===== config.mk =====
export PLATFORM = sky130hd
export DESIGN_NAME = gain_code_encoder
export DESIGN_NICKNAME = d
export VERILOG_FILES = /design/src/rtl/gain_code_encoder.sv
export SDC_FILE = /design/constraint.sdc
export NUM_CORES = 1
export LEC_CHECK = 0
export CAP_MARGIN = 20
export CORE_UTILIZATION = 55
export CTS_CLUSTER_SIZE = 20
export DETAILED_ROUTE_END_ITERATION = 8
export GPL_ROUTABILITY_DRIVEN = 1
export PLACE_DENSITY = 0.85
export RECOVER_POWER = 25
export SETUP_SLACK_MARGIN = 0.3
export SKIP_LAST_GASP = 1
export SYNTH_ARGS = -nofsm -noshare
export SYNTH_HDL_FRONTEND = slang
export SYNTH_SLANG_ARGS = --single-unit

===== constraint.sdc =====
create_clock -name clk -period 6.1 [get_ports clk]
set_clock_uncertainty 0.1 [all_clocks]
set_input_delay 0.915 -clock clk [delete_from_list [all_inputs] [get_ports clk]]
set_output_delay 0.915 -clock clk [all_outputs]
set_load 0.05 [all_outputs]

===== src/rtl/gain_code_encoder.sv =====
// Sequential linear-gain to {N, F} shift-add code encoder.
// The leading one is found by a one-bit-per-cycle downward scan, then rounded to a 2-bit mantissa.
//
// state | meaning
// ------+------------------------------------------------------------
// IDLE  | waiting for start; gain_in is captured on accept
// SCAN  | testing g[idx] for the leading one, idx counts down to 0
// ROUND | exponent/mantissa rounding and clamp; outputs load on exit
// DONE  | valid pulse cycle, then back to IDLE
module gain_code_encoder #(
   parameter int                 G_W       = 32,
   parameter int                 FRAC_W    = 16,
   parameter logic signed [9:0]  ZERO_CODE = -10'sd512
) (
   input  logic                  clk,
   input  logic                  rst_n,
   input  logic                  start,
   input  logic [G_W-1:0]        gain_in,
   output logic                  busy,
   output logic                  valid,
   output logic signed [9:0]     code_out,
   output logic                  zero_flag
);

   localparam int IW = (G_W > 1) ? $clog2(G_W) : 1;

   typedef enum logic [1:0] {
      IDLE  = 2'd0,
      SCAN  = 2'd1,
      ROUND = 2'd2,
      DONE  = 2'd3
   } state_t;

   state_t                state, state_nxt;
   logic [G_W-1:0]        g;
   logic [IW-1:0]         idx;
   logic [IW-1:0]         p;
   logic                  zero;

   logic [G_W+2:0]        g_sh;
   logic [2:0]            f_sum;
   logic signed [10:0]    n_raw;
   logic signed [7:0]     n_clamp;
   logic signed [9:0]     code_nxt;

   always_comb begin
      state_nxt = state;
      case (state)
         IDLE:    if (start) state_nxt = SCAN;
         SCAN:    if (g[idx] || (idx == '0)) state_nxt = ROUND;
         ROUND:   state_nxt = DONE;
         DONE:    state_nxt = IDLE;
         default: state_nxt = IDLE;
      endcase
   end

   // Three zero guard bits below g make indices p-1..p-3 read 0 when p < 3.
   always_comb begin
      g_sh    = {g, 3'b000} >> p;
      f_sum   = {1'b0, g_sh[2:1]} + {2'b00, g_sh[0]};
      n_raw   = $signed(11'(p)) - $signed(11'(FRAC_W)) + $signed(11'(f_sum[2]));
      n_clamp = n_raw[7:0];
      if (n_raw > 11'sd127)
         n_clamp = 8'sd127;
      else if (n_raw < -11'sd128)
         n_clamp = -8'sd128;
      code_nxt = zero ? ZERO_CODE : $signed({n_clamp, f_sum[1:0]});
   end

   always_ff @(posedge clk or negedge rst_n) begin
      if (!rst_n) begin
         state     <= IDLE;
         g         <= '0;
         idx       <= '0;
         p         <= '0;
         zero      <= 1'b0;
         busy      <= 1'b0;
         valid     <= 1'b0;
         code_out  <= ZERO_CODE;
         zero_flag <= 1'b1;
      end else begin
         state <= state_nxt;
         busy  <= (state_nxt != IDLE);
         valid <= (state == ROUND);
         case (state)
            IDLE: begin
               if (start) begin
                  g    <= gain_in;
                  idx  <= IW'(G_W - 1);
                  zero <= 1'b0;
               end
            end
            SCAN: begin
               if (g[idx])
                  p <= idx;
               else if (idx == '0)
                  zero <= 1'b1;
               else
                  idx <= idx - 1'b1;
            end
            // Outputs load on the edge that raises valid.
            ROUND: begin
               code_out  <= code_nxt;
               zero_flag <= zero;
            end
            default: ;
         endcase
      end
   end

endmodule


==> impl_metrics.ini <==
[layout]
drive_gt1_share_pct = 25.6
num_antenna_cells = 0
design_area_um2 = 4230
final_nets = 351
syn_to_final_growth_pct = 18.9

[power_and_ir_drop]
ir_drop_v = 0.000324
p_leak_nw = 1.86
powerDensity_nw_per_um2 = 576

[synthesis]
synth_top_cell_area_share_pct = 39.4
netlist_area_um2 = 3560
synth_nets = 311
netlist_instances = 271
yosysUniqueCellTypes = 47
yosys_warnings = 0
synthTopCellsByArea = dfrtp_1, mux2_2, mux4_1
synth_top_cell_by_area = dfrtp_1
ys_ff_latch = 58
yosysSeqAreaShare_pct = 40.9
synth.avg_cell_area_um2 = 13.1

[sta]
max_slew.worst_pin.slew_ns = 3.00
fin_crit_sh_pct = 63.0
fmax_mhz = 260
timing.slew.headroom_pct = -99.9
tns_ns = 0
drv_slew = 59
rsz0062_at_grt = false
period_needed_ns = 3.84
setup_violations = 0
finalHoldViolCount = 0

[detailed_routing]
drc = 0
wire_per_inst_um = 17.5
drt_iter0_markers = 102
vias = 2393
viasPerCell = 6.12
firstDrtPassIters = 4
final_antenna_net_count = 0
drt-total-wl_mm = 6.83

[clocking]
hold_buffers = 0
post_cts_buffers = 0
root_buffer = clkbuf_8
clock_latency_ns = 0.34
cts.path.max_buffers = 2
path_clk_slew_ns = 0.07
cts_made_buffers = 9
cts_sinks = 58
cts_max_level = 3
cts_tree = built
ctsResizeCount = 0

[global_route]
antenna_found_initial = 0
gr-total-overflow = 0
grt_pass1_wl_mm = 11.5
first_global_vias = 2306
grt_max_degree = 59
grt_usage_pct = 23.5

[floorplanning]
dieHeight_um = 82.4
core-area_um2 = 6100
rows = 28
pin_count = 48
initial_core_util_pct = 58.4
dieArea_um2 = 6790
fp.dieW_um = 82.4

[placed_design]
hpwl_mm = 4.76
portBuffers = 47
placed_area_um2 = 4010
gp_congestion = 0.928

[min_path]
worst_hold_path_type = register to register

[outcome]
violations = capacitance limit, slew limit
status = finished, violations left

[worst_setup_path]
criticalPathCategory = register to register
setup.worst_path.end_class = register
worst-endpoint-arrival_ns = 3.97
start_kind = register
required_ns = 6.22
critPathMaxFanout = 28

[job]
cap_violations = 1
## final timing paths
kind / start / cells after the start / slack [ns] / endpoint
setup / recovery: p[1] / 10 / 2.26 / code_out[6]
hold / removal: code_out[3] / 2 / 0.38 / code_out[3]
hold reg to reg: code_out[3] / 2 / 0.38 / code_out[3]
max in group asynchronous: rst_n / 2 / 2.65 / p[0]
setup reg to reg: p[1] / 10 / 2.26 / code_out[6]
min in group asynchronous: rst_n / 2 / 1.54 / g[2]
## report_power, final
group | switching (mW) | internal [mW] | total [mW]
clock network | 0.152 | 0.252 | 0.404
registers | 0.259 | 0.559 | 0.818
logic | 0.531 | 0.685 | 1.22
## state kept, by name (all words and copies together), names as in the netlist
signal / count
busy: 1
code_out: 10
g: 32
idx: 5
p: 5
state: 2
valid: 1
zero: 1
zero_flag: 1
## cell usage in the layout (no fill, tap or decap), types with 5 or more instances in the layout
master           instances
dfrtp_1                 56
clkdlybuf4s50_1         46
mux2_2                  37
mux2i_1                 17
nor2_1                  16
mux4_2                  13
mux4_1                  13
nand2_1                 12
clkbuf_8                11
o21ai_0                  8
nand2b_1                 7
inv_1                    7
nor2b_1                  5
a21oi_1                  5
ha_1                     5
## cells in the mapped netlist (all sizes together)
cell type,count
a211oi,4
a21o,1
a21oi,5
a22o,3
a22oi,2
a311oi,1
a31oi,2
a32oi,1
a41oi,1
and2,1
and3,3
buf,14
clkbuf,7
dfrtp,56
dfstp,2
ha,5
inv,7
mux2,41
mux2i,17
mux4,26
nand2,14
nand2b,7
nand3,4
nand4,1
nor2,16
nor2b,5
nor3,1
nor3b,2
nor4,1
o211a,1
o21ai,8
o21bai,1
o2bb2ai,2
o31a,2
o32a,1
o41ai,2
or2,1
xnor2,2
xor2,1
## stage by stage
stage	hold WS [ns]	setup WS, ns	utilization [%]	std cells	power, mW
floorplan	0.380	2.80	-	271	1.77
global placement	0.362	2.37	65.7	375	2.00
detailed placement	0.371	2.26	65.7	375	2.04
CTS	0.384	2.27	69.5	391	2.45
global route	0.404	2.04	69.4	391	2.60
finish	0.379	2.26	69.4	391	2.44
## worst max-delay path, cell delays in order, from the launching register on
cell,delay (ns)
dfrtp_1,0.97
mux4_2,0.61
mux4_2,0.45
mux2_2,0.28
ha_1,0.18
ha_1,0.20
ha_1,0.19
ha_1,0.20
and3_1,0.22
xnor2_1,0.13
a22o_1,0.18
## metal layers
metal	vias up	part of all wire (%)	global-route usage, %
li1	1115	-	-
met1	1180	46	31.7
met2	80	46	35.7
met3	18	5.7	4.73
met4	0	2.7	13.0
met5	-	0	0
## cell families after synthesis
logic type,after synthesis,share of synthesized area (%)
mux,84,36.0
fa+ha+maj,5,1.76
simple gates,56,8.06
buf+inv,28,4.64
compound gates,37,7.91
xor+xnor,3,0.739
flops,58,40.9
## cell type report
| cell class | count | area, um2 |
|---|---|---|
| Clock buffer | 12 | 155 |
| Sequential cell | 58 | 1450 |
| Inverter | 7 | 26.3 |
| Fill cell | 437 | 1870 |
| Clock inverter | 4 | 73.8 |
| Tap cell | 75 | 93.8 |
| Multi-Input combinational cell | 185 | 1940 |
| Timing Repair Buffer | 50 | 484 |
No activity file was read; power rests on OpenSTA's default activity.
